### config.mk
export PLATFORM = sky130hd
export DESIGN_NAME = eth_tx_sched
export DESIGN_NICKNAME = d
export VERILOG_FILES = /design/src/rtl/eth_tx_sched.sv
export SDC_FILE = /design/constraint.sdc
export NUM_CORES = 1
export LEC_CHECK = 0
export ABC_CLOCK_PERIOD_IN_PS = 3100
export CAP_MARGIN = 25
export CORE_MARGIN = 2
export CORE_UTILIZATION = 43
export CTS_CLUSTER_DIAMETER = 100
export DETAILED_ROUTE_END_ITERATION = 10
export PLACE_DENSITY_LB_ADDON = 0.12
export SYNTH_ARGS = -nofsm -noshare
export SYNTH_HDL_FRONTEND = slang
export SYNTH_SLANG_ARGS = --single-unit
### constraint.sdc
create_clock -name clk -period 3.1 [get_ports clk]
set_input_delay 0.31 -clock clk [delete_from_list [all_inputs] [get_ports clk]]
set_output_delay 0.31 -clock clk [all_outputs]
set_load 0.05 [all_outputs]
### src/rtl/eth_tx_sched.sv
// eth_tx_sched: round-robin frame scheduler sharing one Ethernet TX header/payload interface between N_SRC byte FIFOs
module eth_tx_sched #(
  parameter int          N_SRC     = 4,
  parameter int          FRAME_LEN = 512,
  parameter logic [15:0] ETH_TYPE  = 16'h0800
) (
  input  logic                 clk,
  input  logic                 rst,
  input  logic                 enable,
  input  logic [47:0]          cfg_dest_mac,
  input  logic [47:0]          cfg_src_mac,
  input  logic [8*N_SRC-1:0]   s_axis_tdata,
  input  logic [N_SRC-1:0]     s_axis_tvalid,
  output logic [N_SRC-1:0]     s_axis_tready,
  input  logic [11*N_SRC-1:0]  s_fifo_count,
  output logic                 m_eth_hdr_valid,
  input  logic                 m_eth_hdr_ready,
  output logic [47:0]          m_eth_dest_mac,
  output logic [47:0]          m_eth_src_mac,
  output logic [15:0]          m_eth_type,
  output logic [7:0]           m_eth_payload_axis_tdata,
  output logic                 m_eth_payload_axis_tvalid,
  input  logic                 m_eth_payload_axis_tready,
  output logic                 m_eth_payload_axis_tlast,
  output logic                 m_eth_payload_axis_tuser,
  output logic                 busy,
  output logic [31:0]          frame_count
);
  localparam int GW = $clog2(N_SRC);
  typedef enum logic [2:0] {IDLE, HDR, TAG0, TAG1, PAYLOAD} state_t;
  state_t state, state_nxt;
  logic [GW-1:0] grant, last_grant, pick;
  logic [N_SRC-1:0] req;
  logic [7:0] seq [N_SRC];
  logic [10:0] byte_cnt;
  logic found, launch, beat, done;
  // a source requests once it holds a full frame
  always_comb
    for (int i = 0; i < N_SRC; i++) req[i] = s_fifo_count[11*i +: 11] >= 11'(FRAME_LEN);
  // rotate search from last_grant+1; the nearest requester is assigned last and wins
  always_comb begin
    pick = last_grant;
    found = 1'b0;
    for (int k = N_SRC; k >= 1; k--)
      if (req[(int'(last_grant) + k) % N_SRC]) begin
        pick = GW'((int'(last_grant) + k) % N_SRC);
        found = 1'b1;
      end
  end
  assign launch = state == IDLE && enable && found;
  assign beat   = state == PAYLOAD && s_axis_tvalid[grant] && m_eth_payload_axis_tready;
  assign done   = beat && byte_cnt == 11'd1;
  // state register
  always_ff @(posedge clk)
    state <= rst ? IDLE : state_nxt;
  // next state
  always_comb begin
    state_nxt = state;
    case (state)
      IDLE:    state_nxt = launch ? HDR : IDLE;
      HDR:     state_nxt = m_eth_hdr_ready ? TAG0 : HDR;
      TAG0:    state_nxt = m_eth_payload_axis_tready ? TAG1 : TAG0;
      TAG1:    state_nxt = m_eth_payload_axis_tready ? PAYLOAD : TAG1;
      PAYLOAD: state_nxt = done ? IDLE : PAYLOAD;
      default: state_nxt = IDLE;
    endcase
  end
  // tag bytes come from registered state; payload is a zero-latency pass-through of the granted source
  always_comb begin
    m_eth_payload_axis_tvalid = state == TAG0 || state == TAG1 || (state == PAYLOAD && s_axis_tvalid[grant]);
    m_eth_payload_axis_tdata  = state == TAG0 ? 8'(grant) :
                                state == TAG1 ? seq[grant] :
                                state == PAYLOAD ? s_axis_tdata[{grant, 3'b000} +: 8] : 8'h00;
    m_eth_payload_axis_tlast  = state == PAYLOAD && byte_cnt == 11'd1;
    s_axis_tready = (state == PAYLOAD && m_eth_payload_axis_tready) ? {{(N_SRC-1){1'b0}}, 1'b1} << grant : '0;
  end
  assign m_eth_payload_axis_tuser = 1'b0;
  assign busy = state != IDLE;
  // grant, header fields, byte counter, per-source sequence and frame counter
  always_ff @(posedge clk) begin
    if (rst) begin
      grant <= '0;
      last_grant <= GW'(N_SRC - 1);
      m_eth_hdr_valid <= 1'b0;
      m_eth_dest_mac <= '0;
      m_eth_src_mac <= '0;
      m_eth_type <= '0;
      byte_cnt <= '0;
      frame_count <= '0;
      for (int i = 0; i < N_SRC; i++) seq[i] <= '0;
    end else begin
      if (launch) begin
        grant <= pick;
        last_grant <= pick;
        m_eth_dest_mac <= cfg_dest_mac;
        m_eth_src_mac <= cfg_src_mac;
        m_eth_type <= ETH_TYPE;
        m_eth_hdr_valid <= 1'b1;
      end
      if (state == HDR && m_eth_hdr_ready) m_eth_hdr_valid <= 1'b0;
      if (state == TAG1 && m_eth_payload_axis_tready) byte_cnt <= 11'(FRAME_LEN);
      if (beat) byte_cnt <= byte_cnt - 11'd1;
      if (done) begin
        seq[grant] <= seq[grant] + 8'd1;
        frame_count <= frame_count + 32'd1;
      end
    end
  end
endmodule

# Yosys cells after proc, flatten, opt, wreduce, memory -nomap -nowiden
# Memories as Yosys holds them, arrays and structs flattened. A register that Yosys moved wholly into a read port is not among the register bits.
# Index checks and enable logic that the tools add are counted.
[totals]
memories = 1
mem_bits_rw = 32
output_inout_bits = 161
ff_bits = 148
[classes]
eq_ne = 5
reduce_logical = 20
add_sub_neg = 7
n_lt_le_gt_ge = 9
bitwise = 4
shift = 2
n_mux = 44
[memory_table]
columns = ["name", "depth", "width", "read_ports", "rd_ports_with_merged_regs", "wr", "line", "source"]
rows = [
  ["seq", 4, 8, 1, 1, 4, "34", "logic [7:0] seq [N_SRC];"],
]
[op_table]
columns = ["op", "n"]
rows = [
  ["11-bit by 10-bit >= comparator with 1-bit output (second input constant)", 4],
  ["32-bit by 1-bit adder with 32-bit output (second input constant)", 1],
  ["8-bit two-way mux", 4],
  ["32-bit by 6-bit indexed part select with 8-bit output", 1],
  ["11-bit two-way mux", 2],
  ["1-bit two-way mux", 21],
  ["3-bit by 4-bit < comparator with 1-bit output (second input constant)", 4],
  ["2-bit two-way mux", 8],
  ["3-bit one-hot mux with 5 select lines", 1],
  ["11-bit by 1-bit equality test with 1-bit output (second input constant)", 1],
  ["11-bit by 1-bit subtractor with 11-bit output (second input constant)", 1],
  ["1-bit binary-select mux with 2-bit select", 5],
  ["2-bit OR reduction", 5],
  ["1-bit logical AND", 9],
  ["8-bit by 1-bit adder with 8-bit output (second input constant)", 1],
  ["8-bit OR reduction", 1],
  ["3-bit by 2-bit equality test with 1-bit output (second input constant)", 2],
  ["3-bit two-way mux", 2],
  ["2-bit by 1-bit adder with 2-bit output (second input constant)", 2],
  ["2-bit adder (second input constant)", 2],
  ["1-bit bitwise AND (first input constant)", 4],
  ["4-bit two-way mux", 1],
  ["1-bit by 2-bit left shift with 4-bit output (first input constant)", 1],
  ["3-bit by 1-bit equality test with 1-bit output (second input constant)", 1],
  ["6 further kinds", 7],
]

# Longest topological paths before layout
# Gate-level depths: netlist (run 1).
[logic_depth]
word_depth = 13
depth_mapped = 9
mapped_depth_nobuf = 7

# Least setup slack after synthesis (run 1)
# No wires, ideal clock.
[synth_timing]
path_type = "reg2out"
startpoint = "reg grant[0]"
endpoint = "out m_eth_payload_axis_tdata[0]"
t_required_ns = 2.790
stages_incl_launch_ff = 5
t_arrival_ns = 2.330
n_path_buf = 2
slack_ns = 0.460
path_cell_list = "dfxtp_1 -> buf_1 -> clkbuf_1 -> a22oi_1 -> o21ai_0"
[synth_between]
elab_chain_len = 4
[synth_rtl]
columns = ["item", "line", "source"]
rows = [
  ["start: declaration", "32", "logic [GW-1:0] grant, last_grant, pick;"],
  ["start signal: assignment", "93", "grant <= pick;"],
  ["32-bit by 6-bit indexed part select with 8-bit output", "73", "state == PAYLOAD ? s_axis_tdata[{grant, 3'b000} +: 8] : 8'h00;"],
  ["8-bit two-way mux", "73", ""],
  ["8-bit two-way mux", "72", "state == TAG1 ? seq[grant] :"],
  ["8-bit two-way mux *", "71", "m_eth_payload_axis_tdata = state == TAG0 ? 8'(grant) :"],
  ["end: declaration", "21", "output logic [7:0] m_eth_payload_axis_tdata,"],
]
# Every way passes the cells marked *; elsewhere a longest branch is shown, timed or not.

# Worst setup path in the final report (run 1)
[layout_timing]
startpoint = "reg grant[0]"
endpoint = "out m_eth_payload_axis_tvalid"
[layout_between]
elab_chain_len = 4
[layout_rtl]
columns = ["item", "line", "source"]
rows = [
  ["1-bit binary-select mux with 2-bit select", "70", "m_eth_payload_axis_tvalid = state == TAG0 || state == TAG1 || (state == PAYLOAD && s_axis_tvalid[grant]);"],
  ["1-bit two-way mux (implied by the code)", "70", ""],
  ["1-bit logical AND", "70", ""],
  ["1-bit logical OR", "70", ""],
  ["end: declaration", "22", "output logic m_eth_payload_axis_tvalid,"],
]
# Every way passes these cells. The select of a mux whose other input is x is not followed.

==> flow_summary_export.csv, run 1 <==
group,metric,value,unit
placed_design,place_inst,1376,
setup_path,arrival,2620,ps
clocking,cts.sinks,182,
drt,drt-total-wl,22.3,mm
setup_path,cp-start-kind,"flip-flop",
global_routing,grt_pass1_vias,6918,
synth,synth_top_family_by_area,"simple AND/OR/NAND/NOR gates",
setup_path,crit_type,"reg2out",
floorplan,start_util,44.0,%
floorplan,die_w,140,µm
synth,yosys.area_share.simple,23.9,%
global_routing,grt_usage,22.6,%
placed_design,port_buffers,289,
synth,syn-mean-instance-area,8.76,µm²
synth,synth_edf_count,32,
drt,drc,0,
synth,ys_seq_area_share,50.2,%
drt,vias_per_cell,5.12,
synth,synth_adder_area_share,0.634,%
hold_path,min_path_type,"in2reg",
status,outcome,"complete, no violations",
timing,setup_viol_count_final,0,
synth,synthMuxAreaShare,5.39,%
floorplan,fp-row-count,49,
clocking,worstSkewPairLatency,430,ps
synth,netlist-cell-type-count,58,
cells_and_area,layout-drive-gt1-share,7.47,%
timing,skew,8.34,ps
setup_path,worstPathRequired,2790,ps
clocking,holdBufCountCts,0,
cells_and_area,fin_cells,1407,
drt,firstDrtPassIters,4,
global_routing,antenna_found_initial,0,
floorplan,die_h,140,µm
timing,fin_tns_setup,0,ps
cells_and_area,n_fill_cell,1588,
timing,rsz0062_at_grt,"false",
floorplan,core_area,0.0180,mm²
floorplan,num_io_pins,342,
pwr,leakagePower,4.10,nW
clocking,path_clk_slew,70,ps
clocking,clockBufferDepth,2,
clocking,ctsRootBufferMaster,"clkbuf_16",
global_routing,grt_max_degree,93,
clocking,cts_max_level,4,
placed_design,dp_hpwl,16.0,mm
global_routing,grt_overflow,0,
drt,post_drt_wl_per_cell,15.8,µm
cells_and_area,diodes,0,
pwr,powerDensity,534,mW/mm²
synth,synth_flop_cell,"dfxtp_1",
synth,yosys_warnings,0,
synth,yosysMostFrequentCell,"nand2_1",
global_routing,grt_first_pass_wirelength,35.4,mm
synth,synth_compound_area_share,11.8,%
cells_and_area,nNetsFinal,1351,
synth,synth_top_area_cell,"dfxtp_1",
pwr,ir_drop,425,µV
synth,yosys-top-cells-count,"nand2_1 (223), dfxtp_1 (150), a21oi_1 (120)",
synth,yosys.area.top_type_share,38.0,%
timing,min_period,2930,ps
timing,period_share,94.4,%
placed_design,place_congestion,0.807,
synth,ys_seq_elements,182,
timing,max_freq,342,MHz
setup_path,critPathCaptureType,"primary output",
flow_run,max-cap-violations,0,
synth,yosys.area_share.xor_xnor,2.77,%
synth,synth.area.top_cells,"dfxtp_1 (38%), edfxtp_1 (12%), nand2_1 (11%)",
timing,maxSlewViolCount,0,
drt,antenna_left,0,
synth,synth_area,0.00790,mm²
drt,vias,7197,
cells_and_area,areaGrowthSynthToFinish,46.7,%
setup_path,path_max_fanout,19,
floorplan,dieArea,0.0195,mm²
clocking,cts_setup_buffers,0,
drt,dr.first_iter.drc_count,468,
timing,final_hold_viol_count,0,
synth,synthCells,902,
synth,async_flop_share,0,%
clocking,cts_tree,"built",
timing,max_slew_margin,52.4,%
timing,worst_pin_slew,714,ps
clocking,cts-buffers-inserted,17,
==> worst max-delay path: stages, from the launching register on <==
cell and delay (ps):
dfxtp_1 330, buf_4 290, mux4_2 650, a21o_1 210, clkdlybuf4s50_1 700
==> sequential cells by signal, summed over array words and instances (netlist names), named ones only <==
register	flops
m_eth_dest_mac	48
m_eth_src_mac	48
frame_count	32
seq	32
byte_cnt	11
state	3
grant	2
last_grant	2
m_eth_hdr_valid	1
m_eth_type	1
==> final cells by class <==
| class | instances | area (µm²) | area share (%) |
|---|---|---|---|
| timing repair buffer | 304 | 3070 | 26.5 |
| multi-input combinational | 646 | 3600 | 31.0 |
| inverter | 15 | 56.3 | 0.486 |
| clock buffer | 20 | 447 | 3.85 |
| sequential | 182 | 3970 | 34.2 |
| clock inverter | 11 | 171 | 1.48 |
| tap | 229 | 287 | 2.47 |
==> power breakdown <==
| group | internal (W) | total [W] | switching (W) |
|---|---|---|---|
| combinational | 0.000504 | 0.00128 | 0.000778 |
| sequential | 0.00253 | 0.00260 | 0.0000791 |
| clock | 0.00137 | 0.00230 | 0.000923 |
| total | 0.00440 | 0.00618 | 0.00178 |
==> cell families (layout without fill, tap and decap cells) <==
logic type | Yosys count | after routing
multiplexers | 21 | 21
XOR/XNOR | 25 | 25
AO/OA/AOI/OAI | 167 | 167
AND/OR/NAND/NOR | 413 | 413
adder cells (fa/ha/maj) | 4 | 4
flip-flops | 182 | 182
buffers and inverters | 89 | 350
other | 1 | 16
==> repair_timing <==
item / in CTS / in global routing
hold endpoints to repair: 0 / 0
endpoints found under the setup margin: 0 / 1
gates resized for setup: 0 / 1
==> through the flow <==
stage / hold WS [ps] / util (%) / power (W) / instance area [µm²] / worst slack [ps]
2_1_floorplan: 446 / - / 0.00344 / 7950 / 460
3_3_place_gp: 441 / 61.1 / 0.00393 / 11000 / 384
3_5_place_dp: 446 / 61.1 / 0.00394 / 11000 / 319
4_1_cts: 408 / 64.5 / 0.00623 / 11600 / 57.8
5_1_grt: 404 / 64.5 / 0.00642 / 11600 / 70.2
6_report: 415 / 64.5 / 0.00618 / 11600 / 173
==> path summary, 6_finish.rpt <==
path | start | end | slack (ps) | cells past startpoint
setup / recovery | grant[0] | m_eth_payload_axis_tvalid | 170 | 4
hold / removal | rst | byte_cnt[1] | 410 | 2
setup reg to reg | grant[0] | frame_count[30] | 590 | 6
hold reg to reg | m_eth_src_mac[28] | m_eth_src_mac[28] | 450 | 2
==> metal layers <==
layer / track usage [%] / vias to the layer above / share of wire (%)
li1: - / 3595 / -
met1: 26.6 / 3346 / 41
met2: 37.3 / 229 / 48
met3: 10.2 / 27 / 9.5
met4: 6.91 / 0 / 1.6
met5: 0 / - / 0
==> layout by cell type, fill, tap and decap left out, types with 3 or more instances in the layout <==
master,count
inv_6,3
xnor2_1,20
buf_12,6
clkbuf_16,17
o211ai_1,3
nand2b_1,5
inv_1,15
and2_1,6
a21oi_1,120
conb_1,16
edfxtp_1,32
buf_4,15
xor2_1,5
clkdlybuf4s50_1,283
nand3_1,19
a211oi_1,4
ha_1,4
nor2b_1,4
or2_2,6
dfxtp_1,149
mux4_2,17
and3_1,6
nor3_1,15
or4_1,5
o21ai_0,14
or3_1,13
nand4_1,8
and4_1,4
a21o_1,4
nor2_1,70
nand2_1,223
bufinv_16,4
a22o_1,6
nor4_1,16
No activity file was read; power rests on OpenSTA's default activity.
==> run 2: changes to the inputs <==
--- a/config.mk
+++ b/config.mk
@@ -5,11 +5,12 @@
 export SDC_FILE = /design/constraint.sdc
 export NUM_CORES = 1
 export LEC_CHECK = 0
-export ABC_CLOCK_PERIOD_IN_PS = 3100
+export ABC_CLOCK_PERIOD_IN_PS = 2900
 export CAP_MARGIN = 25
 export CORE_MARGIN = 2
 export CORE_UTILIZATION = 43
 export CTS_CLUSTER_DIAMETER = 100
+export CTS_CLUSTER_SIZE = 16
 export DETAILED_ROUTE_END_ITERATION = 10
 export PLACE_DENSITY_LB_ADDON = 0.12
 export SYNTH_ARGS = -nofsm -noshare
==> constraint.sdc (replaced) <==
create_clock -name clk -period 2.9 [get_ports clk]
set_input_delay 0.29 -clock clk [delete_from_list [all_inputs] [get_ports clk]]
set_output_delay 0.29 -clock clk [all_outputs]
set_load 0.05 [all_outputs]
==> flow_summary_export.csv, run 2 (synthesis gave the netlist of run 1 again) <==
group,metric,value,unit
flow_run,max-cap-violations,0,
setup_path,path_max_fanout,10,
global_routing,grt_pass1_vias,6950,
pwr,leakagePower,4.09,nW
clocking,cts_tree,"built",
setup_path,crit_chain,"ha_1 -> nor4b_2 -> nand4_4 -> or4_1 -> or3_1 -> a21oi_1",
setup_path,arrival,2880,ps
timing,maxSlewViolCount,0,
setup_path,cp_top_family,"simple AND/OR/NAND/NOR gates",
timing,skew,9.15,ps
timing,fin_tns_setup,0,ps
setup_path,cp_num_buf_inv,0,
timing,rsz0062_at_grt,"false",
floorplan,die_w,140,µm
pwr,ir_drop,469,µV
pwr,powerDensity,552,mW/mm²
floorplan,start_util,44.0,%
placed_design,place_area,0.0109,mm²
clocking,path_clk_slew,70,ps
drt,drc,0,
global_routing,grt_usage,23.0,%
global_routing,antenna_found_initial,0,
setup_path,crit_type,"reg2reg",
global_routing,grt_first_pass_wirelength,35.8,mm
timing,min_period,2530,ps
cells_and_area,reg_top3,"m_eth_dest_mac (48), m_eth_src_mac (48)",
hold_path,min_path_type,"in2reg",
drt,vias,7187,
timing,setup_viol_count_final,0,
placed_design,port_buffers,289,
cells_and_area,final_area,0.0115,mm²
cells_and_area,areaGrowthSynthToFinish,45.8,%
setup_path,crit_path_top_delay_cell,"or4_1",
clocking,ctsRootBufferMaster,"clkbuf_16",
cells_and_area,nNetsFinal,1350,
timing,period_share,87.3,%
setup_path,worstPathRequired,3250,ps
clocking,cts-buffers-inserted,17,
drt,post_drt_wl_per_cell,15.9,µm
floorplan,core_area,0.0180,mm²
drt,vias_per_cell,5.11,
cells_and_area,diodes,0,
timing,max_freq,395,MHz
floorplan,num_io_pins,342,
clocking,ctsResizeCount,0,
placed_design,dp_hpwl,16.0,mm
cells_and_area,final_common_cell,"clkdlybuf4s50_1",
cells_and_area,most-common-layout-cells,"clkdlybuf4s50_1 (274), nand2_1 (223), dfxtp_1 (150)",
setup_path,critPathCaptureType,"flip-flop",
timing,final_hold_viol_count,0,
global_routing,grt_max_degree,104,
cells_and_area,layout-drive-gt1-share,8.15,%
floorplan,die_h,140,µm
clocking,clockBufferDepth,2,
clocking,holdBufCountCts,0,
timing,max_slew_margin,56.4,%
drt,drt-total-wl,22.4,mm
clocking,cts.sinks,182,
setup_path,slowest_delay,650,ps
clocking,cts_max_level,4,
global_routing,grt_overflow,0,
clocking,cts_setup_buffers,0,
cells_and_area,n_fill_cell,1549,
placed_design,place_congestion,0.775,
drt,antenna_left,0,
floorplan,fp-row-count,49,
clocking,worstSkewPairLatency,420,ps
status,outcome,"complete, no violations",
setup_path,cp-start-kind,"flip-flop",
drt,firstDrtPassIters,6,
timing,worst_pin_slew,648,ps
floorplan,dieArea,0.0195,mm²
drt,dr.first_iter.drc_count,423,
[run 2: worst paths after layout]
| check | start | slack (ps) | depth (start not counted) | to |
|---|---|---|---|---|
| hold reg to reg | m_eth_src_mac[8] | 450 | 2 | m_eth_src_mac[8] |
| hold / removal | rst | 360 | 2 | frame_count[16] |
| setup / recovery | byte_cnt[0] | 370 | 6 | frame_count[30] |
| setup reg to reg | byte_cnt[0] | 370 | 6 | frame_count[30] |
[run 2: power breakdown]
group | switching [W] | internal (W) | leakage [nW]
Clock | 0.00101 | 0.00119 | 0.273
Sequential | 0.0000773 | 0.00270 | 1.56
Combinational | 0.000840 | 0.000536 | 2.26
Total | 0.00193 | 0.00443 | 4.09
[run 2: metal layers]
metal | GRT usage (%) | routed length (µm)
met5 | 0 | 0
met4 | 5.74 | 331
met3 | 10.2 | 2190
met2 | 38.8 | 11000
met1 | 26.9 | 8910
[run 2: cell type report]
class | instances | area, µm² | share of cell area (%)
repair buffers | 303 | 3060 | 26.5
inverters | 15 | 56.3 | 0.489
flip-flops and latches | 182 | 3960 | 34.4
clock buffers | 19 | 433 | 3.76
multi-input cells | 646 | 3600 | 31.2
clock inverters | 13 | 120 | 1.04
well taps | 229 | 287 | 2.49
[run 2: worst register-to-register path, delay by kind of cell, from the launching register on]
family | cells | cell delay [ps]
AO/OA/AOI/OAI | 1 | 140
flip-flops | 1 | 380
adder cells (fa/ha/maj) | 1 | 160
AND/OR/NAND/NOR | 4 | 1780
[run 2: stage by stage]
stage	setup WS [ps]	std cells	util, %	hold WS, ps	total power (W)
floorplan	280	917	-	426	0.00368
global placement	300	1374	60.9	441	0.00419
detailed placement	280	1374	60.9	445	0.00420
CTS	361	1406	63.9	337	0.00641
global route	143	1407	64.1	358	0.00662
finish	367	1407	64.1	355	0.00636
==> run 3: changes to the inputs <==
--- a/config.mk
+++ b/config.mk
@@ -6,13 +6,14 @@
 export NUM_CORES = 1
 export LEC_CHECK = 0
 export ABC_CLOCK_PERIOD_IN_PS = 2900
-export CAP_MARGIN = 25
+export CAP_MARGIN = 20
 export CORE_MARGIN = 2
 export CORE_UTILIZATION = 43
 export CTS_CLUSTER_DIAMETER = 100
 export CTS_CLUSTER_SIZE = 16
 export DETAILED_ROUTE_END_ITERATION = 10
 export PLACE_DENSITY_LB_ADDON = 0.12
+export REMOVE_ABC_BUFFERS = 1
 export SYNTH_ARGS = -nofsm -noshare
 export SYNTH_HDL_FRONTEND = slang
 export SYNTH_SLANG_ARGS = --single-unit
==> flow_summary_export.csv, run 3 (synthesis gave the netlist of run 1 again) <==
group,metric,value,unit
floorplan,dieArea,0.0195,mm²
clocking,cts-buffers-inserted,17,
setup_path,critPathCaptureType,"flip-flop",
setup_path,worstPathRequired,3180,ps
clocking,cts_tree,"built",
drt,firstDrtPassIters,5,
drt,post_drt_wl_per_cell,16.0,µm
cells_and_area,nNetsFinal,1349,
pwr,p_int,0.00449,W
pwr,powerDensity,560,mW/mm²
status,outcome,"complete, no violations",
clocking,holdBufCountCts,0,
clocking,cts_max_level,4,
placed_design,place_area,0.0109,mm²
global_routing,grt_pass1_vias,6871,
global_routing,grt_max_degree,120,
drt,antenna_left,0,
floorplan,die_w,140,µm
setup_path,reg2reg_depth,6,
pwr,seq_power_share,42.9,%
clocking,ctsRootBufferMaster,"clkbuf_16",
global_routing,antenna_found_initial,0,
global_routing,grt_first_pass_wirelength,36.1,mm
hold_path,min_path_type,"in2reg",
drt,drc,0,
placed_design,port_buffers,289,
timing,min_period,2490,ps
hold_path,hold_depth,2,
floorplan,start_util,44.0,%
clocking,clockBufferDepth,2,
timing,fin_tns_setup,0,ps
floorplan,num_io_pins,342,
placed_design,dp_hpwl,16.1,mm
cells_and_area,areaGrowthSynthToFinish,46.0,%
setup_path,crit_type,"reg2reg",
setup_path,path_max_fanout,8,
floorplan,core_area,0.0180,mm²
timing,max_slew_margin,52.4,%
clocking,cts_setup_buffers,0,
cells_and_area,final_common_cell,"clkdlybuf4s50_1",
timing,setup_viol_count_final,0,
cells_and_area,layout-drive-gt1-share,8.24,%
pwr,power_frac_clock,35.8,%
timing,worst_pin_slew,709,ps
setup_path,arrival,2760,ps
drt,dr.first_iter.drc_count,443,
pwr,p_switching,0.00197,W
pwr,p_sw_share,30.5,%
timing,maxSlewViolCount,0,
placed_design,place_congestion,0.784,
timing,final_hold_viol_count,0,
clocking,cts.sinks,182,
global_routing,grt_overflow,0,
setup_path,cp-start-kind,"flip-flop",
pwr,combPwrFrac,21.3,%
timing,period_share,85.7,%
cells_and_area,final_area,0.0115,mm²
cells_and_area,reg_top3,"m_eth_dest_mac (48), m_eth_src_mac (48)",
cells_and_area,most-common-layout-cells,"clkdlybuf4s50_1 (274), nand2_1 (223), dfxtp_1 (150)",
timing,max_freq,402,MHz
drt,vias,7081,
global_routing,grt_usage,23.1,%
pwr,leakagePower,4.09,nW
cells_and_area,diodes,0,
floorplan,die_h,140,µm
flow_run,max-cap-violations,0,
clocking,ctsResizeCount,0,
timing,skew,12.7,ps
clocking,worstSkewPairLatency,430,ps
floorplan,fp-row-count,49,
pwr,ir_drop,414,µV
clocking,path_clk_slew,70,ps
drt,vias_per_cell,5.04,
drt,drt-total-wl,22.5,mm
timing,rsz0062_at_grt,"false",
-- run 3: changes by cell type in the layout (fill, tap and decap cells not counted), sizes merged --
| cell | delta |
|---|---|
| buf | -1 |
| clkinv | -4 |
| clkinvlp | +2 |
| clkbuf | -1 |
| inv | +3 |
-- run 3: worst max-delay path: stages, from the launching register on --
cell     delay [ps]
dfxtp_1         390
ha_1            160
nor4b_2         430
nand2_1         220
nor4_2          570
nand2_1         360
nor2_1          190
-- run 3: through the flow --
stage,worst slack [ps],util (%),cells,hold slack (ps),total power (W)
2_1_floorplan,-2220,-,843,359,0.00363
3_5_place_dp,249,60.9,1374,445,0.00421
6_report,414,64.2,1406,296,0.00646
4_1_cts,428,64.2,1406,279,0.00652
3_3_place_gp,359,60.9,1374,441,0.00420
5_1_grt,179,64.2,1406,309,0.00671
-- run 3: final cells by class --
| type | instances | area (µm²) |
|---|---|---|
| clock inverters | 14 | 138 |
| clock buffers | 18 | 450 |
| well taps | 229 | 287 |
| multi-input cells | 646 | 3600 |
| repair buffers | 302 | 3040 |
| fillers | 1570 | 6430 |
| inverters | 15 | 56.3 |
| flip-flops and latches | 182 | 3960 |
-- run 3: power groups by stage --
stage / clock network [W] / registers, W / logic (W)
CTS: 0.00236 / 0.00277 / 0.00138
global route: 0.00245 / 0.00279 / 0.00147
finish: 0.00231 / 0.00277 / 0.00137
floorplan: 0 / 0.00320 / 0.000432
detailed placement: 0 / 0.00283 / 0.00138
global placement: 0 / 0.00283 / 0.00137
-- run 3: routing by layer --
layer / global-route usage, % / routed length (µm) / up-vias / share of wire (%)
met4: 5.95 / 329 / 0 / 1.5
met2: 39.1 / 11000 / 223 / 49
li1: - / - / 3591 / -
met1: 27.3 / 9220 / 3246 / 41
met3: 9.60 / 1960 / 21 / 8.7
met5: 0 / 0 / - / 0
-- run 3: path summary, 6_finish.rpt --
path                            from                  to  slack, ps
setup / recovery         byte_cnt[0]           seq[1][3]        410
hold / removal                   rst            state[2]        300
setup reg to reg         byte_cnt[0]           seq[1][3]        410
hold reg to reg   m_eth_dest_mac[39]  m_eth_dest_mac[39]        450
